File: config.mk
export PLATFORM = sky130hd
export DESIGN_NAME = ttl_nand_bist_flat
export DESIGN_NICKNAME = d
export VERILOG_FILES = /design/src/rtl/ttl_nand_bist_pkg.sv /design/src/rtl/ttl_nand_bist_if.sv /design/src/rtl/ttl_nand_bist_expect.sv /design/src/rtl/ttl_nand_bist.sv /design/src/flat_wrapper.sv
export SDC_FILE = /design/constraint.sdc
export NUM_CORES = 1
export LEC_CHECK = 0
export ABC_AREA = 1
export BUFFER_PORTS_ARGS = -buffer_cell sky130_fd_sc_hd__buf_2
export CORE_MARGIN = 8
export CORE_UTILIZATION = 50
export CTS_BUF_LIST = sky130_fd_sc_hd__clkbuf_8 sky130_fd_sc_hd__clkbuf_16
export CTS_CLUSTER_DIAMETER = 80
export DETAILED_ROUTE_END_ITERATION = 10
export PLACE_DENSITY = 0.78
export SLEW_MARGIN = 20
export SYNTH_ARGS = -nofsm -noshare
export SYNTH_HDL_FRONTEND = slang
export SYNTH_SLANG_ARGS = --single-unit
File: constraint.sdc
create_clock -name Clk -period 2.28 [get_ports Clk]
set_clock_uncertainty 0.1 [all_clocks]
set_input_delay 0.228 -clock Clk [delete_from_list [all_inputs] [get_ports Clk]]
set_output_delay 0.228 -clock Clk [all_outputs]
set_load 0.05 [all_outputs]
File: src/rtl/ttl_nand_bist_pkg.sv
// Shared definitions for the NAND-array BIST: FSM state encoding and a
// saturating increment reused by other BIST counters (widths up to 16 bits).
package ttl_nand_bist_pkg;

  typedef enum logic [2:0] {
    ST_IDLE   = 3'd0,
    ST_APPLY  = 3'd1,
    ST_SETTLE = 3'd2,
    ST_CHECK  = 3'd3,
    ST_DONE   = 3'd4
  } state_t;

  localparam int unsigned MAX_PW    = 16;
  localparam int unsigned MAX_CNT_W = 16;

  function automatic logic [15:0] sat_inc(input logic [15:0] v, input int unsigned w);
    logic [15:0] mx;
    mx = 16'((32'd1 << w) - 32'd1);
    return (v >= mx) ? mx : v + 16'd1;
  endfunction

endpackage

File: src/rtl/ttl_nand_bist_if.sv
// Test-controller <-> BIST sequencer signal bundle; the gate array's Y and A
// buses travel here too. slave = sequencer side, master = controller/board side.
interface ttl_nand_bist_if #(
  parameter int BLOCKS   = 2,
  parameter int WIDTH_IN = 4,
  parameter int FAIL_W   = 8
);
  localparam int PW = BLOCKS * WIDTH_IN;

  logic              Start;
  logic [BLOCKS-1:0] Y_in;
  logic [PW-1:0]     A_2D;
  logic              Busy;
  logic              Done;
  logic              Pass;
  logic [FAIL_W-1:0] Fail_Count;
  logic [PW-1:0]     Fail_Pattern;

  modport master (
    output Start, Y_in,
    input  A_2D, Busy, Done, Pass, Fail_Count, Fail_Pattern
  );

  modport slave (
    input  Start, Y_in,
    output A_2D, Busy, Done, Pass, Fail_Count, Fail_Pattern
  );

endinterface

File: src/rtl/ttl_nand_bist_expect.sv
// Combinational golden response of a BLOCKS x WIDTH_IN NAND array for one pattern.
module ttl_nand_bist_expect
  import ttl_nand_bist_pkg::*;
#(
  parameter int BLOCKS   = 2,
  parameter int WIDTH_IN = 4
) (
  input  logic [BLOCKS*WIDTH_IN-1:0] pattern,
  output logic [BLOCKS-1:0]          expect_y
);

  for (genvar b = 0; b < BLOCKS; b++) begin : g_blk
    assign expect_y[b] = ~&pattern[b*WIDTH_IN +: WIDTH_IN];
  end

endmodule

File: src/rtl/ttl_nand_bist.sv
// Exhaustive NAND-array BIST sequencer: IDLE -> APPLY -> SETTLE -> CHECK -> (APPLY | DONE).
// Defining TTL_NAND_BIST_STOP_ON_FAIL_EN ends the sweep at the first failing pattern.
module ttl_nand_bist
  import ttl_nand_bist_pkg::*;
#(
  parameter int BLOCKS        = 2,
  parameter int WIDTH_IN      = 4,
  parameter int SETTLE_CYCLES = 2,
  parameter int FAIL_W        = 8
) (
  input logic             Clk,
  input logic             Clear,
  ttl_nand_bist_if.slave  bus
);

  localparam int PW = BLOCKS * WIDTH_IN;
  localparam int CW = (SETTLE_CYCLES > 1) ? $clog2(SETTLE_CYCLES) : 1;
  localparam logic [CW-1:0] SETTLE_LOAD = CW'(SETTLE_CYCLES - 1);

  state_t            state, state_n;
  logic [PW-1:0]     p, p_n;
  logic [PW-1:0]     a_2d, a_2d_n;
  logic [PW-1:0]     fail_pat, fail_pat_n;
  logic [CW-1:0]     cnt, cnt_n;
  logic [FAIL_W-1:0] fail_cnt, fail_cnt_n;
  logic              busy, busy_n;
  logic              done, done_n;
  logic [BLOCKS-1:0] expect_y;
  logic              mismatch;
  logic              last;

  ttl_nand_bist_expect #(
    .BLOCKS   (BLOCKS),
    .WIDTH_IN (WIDTH_IN)
  ) u_expect (
    .pattern  (p),
    .expect_y (expect_y)
  );

  assign mismatch = (bus.Y_in != expect_y);
  assign last     = &p;

  always_ff @(posedge Clk) begin
    if (Clear) begin
      state    <= ST_IDLE;
      p        <= '0;
      a_2d     <= '0;
      fail_pat <= '0;
      cnt      <= '0;
      fail_cnt <= '0;
      busy     <= 1'b0;
      done     <= 1'b0;
    end else begin
      state    <= state_n;
      p        <= p_n;
      a_2d     <= a_2d_n;
      fail_pat <= fail_pat_n;
      cnt      <= cnt_n;
      fail_cnt <= fail_cnt_n;
      busy     <= busy_n;
      done     <= done_n;
    end
  end

  always_comb begin
    state_n    = state;
    p_n        = p;
    a_2d_n     = a_2d;
    fail_pat_n = fail_pat;
    cnt_n      = cnt;
    fail_cnt_n = fail_cnt;
    busy_n     = busy;
    done_n     = done;

    case (state)
      ST_IDLE, ST_DONE: begin
        if (bus.Start) begin
          p_n        = '0;
          fail_cnt_n = '0;
          fail_pat_n = '0;
          busy_n     = 1'b1;
          done_n     = 1'b0;
          state_n    = ST_APPLY;
        end else if (state == ST_DONE) begin
          // Flags follow the state by one edge so Busy stays high until Done rises.
          busy_n = 1'b0;
          done_n = 1'b1;
        end
      end
      ST_APPLY: begin
        a_2d_n  = p;
        cnt_n   = SETTLE_LOAD;
        state_n = ST_SETTLE;
      end
      ST_SETTLE: begin
        if (cnt == '0) state_n = ST_CHECK;
        else           cnt_n   = cnt - 1'b1;
      end
      ST_CHECK: begin
        if (mismatch) begin
          fail_cnt_n = FAIL_W'(sat_inc(16'(fail_cnt), FAIL_W));
          if (fail_cnt == '0) fail_pat_n = p;
        end
`ifdef TTL_NAND_BIST_STOP_ON_FAIL_EN
        if (mismatch || last) begin
`else
        if (last) begin
`endif
          state_n = ST_DONE;
        end else begin
          p_n     = p + 1'b1;
          state_n = ST_APPLY;
        end
      end
      default: state_n = ST_IDLE;
    endcase
  end

  assign bus.A_2D         = a_2d;
  assign bus.Busy         = busy;
  assign bus.Done         = done;
  assign bus.Pass         = done & (fail_cnt == '0);
  assign bus.Fail_Count   = fail_cnt;
  assign bus.Fail_Pattern = fail_pat;

endmodule
File: src/flat_wrapper.sv
// flat-port wrapper written by rule: the top's interface ports become plain ports
module ttl_nand_bist_flat import ttl_nand_bist_pkg::*;
#(
  parameter int BLOCKS        = 2,
  parameter int WIDTH_IN      = 4,
  parameter int SETTLE_CYCLES = 2,
  parameter int FAIL_W        = 8
)
  (Clk, Clear, bus_Start, bus_Y_in, bus_A_2D, bus_Busy, bus_Done, bus_Pass, bus_Fail_Count, bus_Fail_Pattern);
  ttl_nand_bist_if #(.BLOCKS(BLOCKS), .WIDTH_IN(WIDTH_IN), .FAIL_W(FAIL_W)) bus_i ();
  input logic Clk;
  input logic Clear;
  input wire logic [$bits(bus_i.Start)-1:0] bus_Start;
  input wire logic [$bits(bus_i.Y_in)-1:0] bus_Y_in;
  output wire logic [$bits(bus_i.A_2D)-1:0] bus_A_2D;
  output wire logic [$bits(bus_i.Busy)-1:0] bus_Busy;
  output wire logic [$bits(bus_i.Done)-1:0] bus_Done;
  output wire logic [$bits(bus_i.Pass)-1:0] bus_Pass;
  output wire logic [$bits(bus_i.Fail_Count)-1:0] bus_Fail_Count;
  output wire logic [$bits(bus_i.Fail_Pattern)-1:0] bus_Fail_Pattern;
  assign bus_i.Start = bus_Start;
  assign bus_i.Y_in = bus_Y_in;
  assign bus_A_2D = bus_i.A_2D;
  assign bus_Busy = bus_i.Busy;
  assign bus_Done = bus_i.Done;
  assign bus_Pass = bus_i.Pass;
  assign bus_Fail_Count = bus_i.Fail_Count;
  assign bus_Fail_Pattern = bus_i.Fail_Pattern;
  ttl_nand_bist #(.BLOCKS(BLOCKS), .WIDTH_IN(WIDTH_IN), .SETTLE_CYCLES(SETTLE_CYCLES), .FAIL_W(FAIL_W)) u_core (.Clk(Clk), .Clear(Clear), .bus(bus_i));
endmodule
# Yosys cells after proc, flatten, opt, wreduce, memory -nomap -nowiden
# Cells that the tools add are included.
# W data, S select, Z words.
word_totals:
  register_bits: 38
  in_bits: 5
  output_inout_bits: 27
  word_cells: 58
classes:
  add_sub_neg: 3
  n_lt_le_gt_ge: 1
  n_eq_ne: 10
  muxes: 19
  bitwise: 1
  n_reduce_logical: 16
ops:
  columns: ["op", "count"]
  rows:
  - ["$mux W8", 6]
  - ["$pmux W8 S2", 3]
  - ["$add A8 B1 Y8 const B", 2]
  - ["$pmux W3 S4", 1]
  - ["$reduce_and A4 Y1", 3]
  - ["$mux W3", 3]
  - ["$ge A8 B8 Y1 const B", 1]
  - ["$logic_not A8 Y1", 1]
  - ["$reduce_and A8 Y1", 1]
  - ["$eq A3 B2 Y1 const B", 2]
  - ["$ne A2 B2 Y1 const B", 3]
  - ["$reduce_and A3 Y1", 2]
  - ["$reduce_bool A2 Y1", 3]
  - ["$mux W1", 5]
  - ["$ne A2 B1 Y1 const B", 2]
  - ["$reduce_and A2 Y1", 2]
  - ["$eq A3 B1 Y1 const B", 1]
  - ["$eq A3 B3 Y1 const B", 1]
  - ["$logic_not A3 Y1", 1]
  - ["$logic_not A1 Y1", 2]
  - ["$ne A2 B2 Y1", 1]
  - ["$pmux W1 S2", 1]
  - ["$reduce_or A2 Y1", 1]
  - ["$and A1 B1 Y1", 1]
  - ["$sub A1 B1 Y1 const B", 1]

# Logic depth before layout (Yosys ltp)
depth:
  word_depth: 5
  depth_mapped: 10
  depth_no_buf: 10

# Hierarchy
# From an unflattened synthesis, not the netlist that was laid out.
hier_totals:
  cells_unflattened: 270
  area_unflattened_um2: 1828.0
modules_own_cells:
  columns: ["module", "instances", "cells_per_inst", "area_each_um2", "seq_area_each_um2"]
  rows:
  - ["ttl_nand_bist", 1, 260, 1790.5, 760.7]
  - ["ttl_nand_bist_expect", 1, 10, 37.5, 0.0]

# Least setup slack after synthesis
# Ideal clock, no wire load.
synth_timing:
  kind: "register to output"
  startpoint: "register u_core.fail_cnt[0] (netlist: u_core.bus.Fail_Count[0])"
  endpoint: "output bus_Pass"
  arrival_ns: 1.567
  t_required_ns: 1.952
  slack_ns: 0.385
  path_stages_with_launch: 5
  n_path_buf: 0
  path_cell_list: "dfxtp_1 inv_1 ha_1 nand4_1 nor2_1"
synth_via:
  elab_chain_cells: 2
synth_lines:
  columns: ["element", "line_no", "source"]
  rows:
  - ["from (decl)", "ttl_nand_bist.sv:25", "logic [FAIL_W-1:0] fail_cnt, fail_cnt_n;"]
  - ["from (signal assigned)", "ttl_nand_bist.sv:59", "fail_cnt <= fail_cnt_n;"]
  - ["$logic_not A8 Y1", "ttl_nand_bist.sv:122", "assign bus.Pass = done & (fail_cnt == '0);"]
  - ["$and A1 B1 Y1", "ttl_nand_bist.sv:122", null]
  - ["to (decl)", "flat_wrapper.sv:18", "output wire logic [$bits(bus_i.Pass)-1:0] bus_Pass;"]
# No other way between the ends.

# Worst setup path after layout
# Same ends and word-level chain as after synthesis.

==> results.py <==
metrics = {
    "global_route": {
        "antenna_found_initial": 0,
        "grt.total_usage_pct": 15.4,
        "grt_overflow": 0,
        "grt_pass1_wl_microns": 7910,
        "grt_max_degree": 19,
        "first_global_vias": 1788,
    },
    "layout": {
        "fin_nets": 346,
        "multiInputGateArea_sq_mm": 0.00103,
        "diodes": 0,
        "utilization_pct": 57.9,
        "fin_cells": 388,
        "syn2layout_area_growth_pct": 13.7,
        "drive_gt1_share_pct": 16.3,
        "fillers": 358,
        "seqCellArea_sq_um": 761,
    },
    "floorplan": {
        "core_sq_mm": 0.00394,
        "die_y_microns": 79.4,
        "fp.dieW_microns": 79.4,
        "initial_utilization_pct": 50.9,
        "die_area_sq_mm": 0.00630,
        "rows": 23,
        "ios": 32,
    },
    "worst_setup_path": {
        "crit_chain": "inv_1, ha_1, nand4_1, nor2_1, buf_2",
        "cp.arrival_ns": 1.45,
        "crit_family": "buffers and inverters",
        "crit_path_max_incr_delay_ns": 0.35,
        "endpoint": "bus_Pass",
        "crit_path_start": "u_core.bus.Fail_Count[0]",
        "r2r_cells": 9,
        "cp.buffers_inverters": 2,
        "r2r_end": "u_core.p[3]",
        "r2r_slack_ns": 0.51,
        "critPathLaunchType": "flip-flop",
        "r2r_start": "u_core.p[0]",
        "critPathKind": "reg -> out",
        "critPathSlowestCell": "dfxtp_1",
        "cp.depth": 5,
        "end_kind": "output port",
        "cp_max_fo": 5,
        "required_ns": 1.95,
    },
    "sta": {
        "setup_tns_ns": 0,
        "whs_ns": 0.136,
        "setup_viol": 0,
        "relSlewSlack_pct": 61.0,
        "max_clock_freq_mhz": 563,
        "hold_viol_final": 0,
        "maxSlewViolCount": 0,
        "fin_crit_ns": 1.78,
        "rsz0062_at_grt": "false",
        "post-route-period-util_pct": 77.9,
        "worstMarginPinSlew_ns": 0.583,
    },
    "drt": {
        "drc_errors": 0,
        "vias": 1951,
        "drt-pass1-iter-count": 4,
        "postRouteAntennaNets": 0,
        "drtIter0Drc": 159,
        "avgViaCountPerCell": 5.03,
        "routed_wl_microns": 4600,
        "wire_per_inst_microns": 11.8,
    },
    "clock_tree": {
        "clkTransAtPathRegs_ns": 0.07,
        "insertion_delay_ns": 0.29,
        "cts_tree": "yes",
        "cts_made_buffers": 5,
        "cts_setup_buffers": 0,
        "cts.path.max_buffers": 2,
        "cts.repair.resized": 0,
        "clkSinkCount": 38,
        "cts_hold_buf": 0,
        "cts_max_level": 2,
        "ctsRootBufferMaster": "clkbuf_8",
    },
    "yosys": {
        "synth_area_sq_mm": 0.00201,
        "syn_nets": 314,
        "synthFlopType": "dfxtp_1",
        "async_flop_share_pct": 0,
        "synthesis.instances": 306,
        "synth_warnings": 0,
        "syn_avg_cell_area_sq_um": 6.56,
        "synth-seq-cells": 38,
        "ys_seq_area_share_pct": 37.9,
        "synth_edf_count": 0,
        "synthDistinctLibCells": 26,
    },
    "power": {
        "leakage_nw": 1.06,
        "cell_internal_pwr_w": 0.00118,
        "power_density_mw_per_mm2": 921,
        "peakVddDrop_mv": 0.406,
        "clkPwrFrac_pct": 20.8,
        "switching_share_pct": 44.0,
        "seqPwrFrac_pct": 39.9,
        "p_comb_share_pct": 39.4,
        "switchingPower_w": 0.000925,
    },
    "place": {
        "dpl.hpwl_microns": 3450,
        "dp.cells": 381,
        "io_buffers": 31,
        "place.gp.congestion": 0.884,
    },
    "run": {
        "cap_violations": 0,
    },
    "outcome": {
        "status": "finished, final reports clean",
    },
    "min_path": {
        "hold_path.class": "in -> reg",
    },
}
==> power groups by stage <==
| stage | combinational [W] | clock (W) | sequential [W] |
|---|---|---|---|
| floorplan | 0.000371 | 0 | 0.00114 |
| global placement | 0.000826 | 0 | 0.000848 |
| detailed placement | 0.000834 | 0 | 0.000852 |
| CTS | 0.000837 | 0.000447 | 0.000837 |
| global route | 0.000908 | 0.000478 | 0.000856 |
| finish | 0.000828 | 0.000437 | 0.000838 |
==> synth_stat cells (4+ instances only) <==
cell	count	area (sq um)
dfxtp_1	38	761
nand2_1	68	255
nand3_1	23	115
clkbuf_1	4	15.0
nand4_1	9	56.3
inv_1	44	165
nor2_1	49	184
a21oi_1	23	115
nor3_1	5	25.0
o21ai_0	13	65.1
==> cells by family after synthesis <==
logic type,synth area share (%)
flip-flops,37.9
buffers and inverters,10.8
AND/OR/NAND/NOR,38.8
adder cells (fa/ha/maj),1.87
AO/OA/AOI/OAI,10.2
XOR/XNOR,0.436
==> worst min path at each step <==
stage,startpoint,endpoint,cells after the start
floorplan,Clear,u_core.p[1],1
global placement,u_core.bus.A_2D[7],u_core.bus.A_2D[7],2
detailed placement,u_core.bus.A_2D[3],u_core.bus.A_2D[3],2
CTS,bus_Start,u_core.state[2],4
global route,bus_Start,u_core.state[2],4
finish,bus_Start,u_core.state[2],4
==> layout by cell type (no fill, tap or decap), types with 2 or more instances in the layout <==
cell      count
nand3_2       3
clkbuf_8      5
inv_2         3
o21ai_0      13
nor2_1       49
nand2_1      68
nor3_1        5
nand2_2       3
nand2_4       3
ha_1          3
buf_2        31
a21oi_1      23
nand4_1       9
nand3b_1      2
nor2_4        2
inv_1        45
dfxtp_1      38
nand3_1      23
==> area by class of cell <==
| cell class | instances | area share [%] |
|---|---|---|
| multi-input cells | 212 | 45.2 |
| well taps | 50 | 2.74 |
| clock buffers | 5 | 3.01 |
| flip-flops and latches | 38 | 33.3 |
| inverters | 49 | 8.16 |
| repair buffers | 32 | 7.12 |
| clock inverters | 2 | 0.493 |
==> registers in the layout, indices dropped and copies added (netlist names) <==
register and count:
u_core.p 8, u_core.bus.Fail_Count 8, u_core.state 3, u_core.cnt 1, u_core.bus.Busy 1, u_core.bus.A_2D 8
u_core.bus.Fail_Pattern 8, u_core.bus.Done 1
==> per-stage QoR <==
| stage | setup WS [ns] | cell area (sq um) | total power [W] |
|---|---|---|---|
| 2_1_floorplan | 0.385 | 2010 | 0.00151 |
| 3_3_place_gp | 0.622 | 2200 | 0.00167 |
| 3_5_place_dp | 0.545 | 2200 | 0.00169 |
| 4_1_cts | 0.488 | 2280 | 0.00212 |
| 5_1_grt | 0.345 | 2280 | 0.00224 |
| 6_report | 0.504 | 2280 | 0.00210 |
==> worst reg2reg max path: cells and delay by family, from the launching register on <==
| kind | cells | cell delay (ns) |
|---|---|---|
| XOR/XNOR | 1 | 0.14 |
| buffers and inverters | 1 | 0.08 |
| AND/OR/NAND/NOR | 6 | 0.62 |
| flip-flops | 1 | 0.46 |
| adder cells (fa/ha/maj) | 1 | 0.27 |
==> per-layer routing <==
layer	global-route usage [%]	vias up	routed length, microns
met5	0	-	0
met4	7.04	0	99
met3	4.17	10	230
met2	26.4	49	2180
met1	17.5	861	2090
li1	-	1031	-
Note: power is estimated with default switching activity, not from simulation.
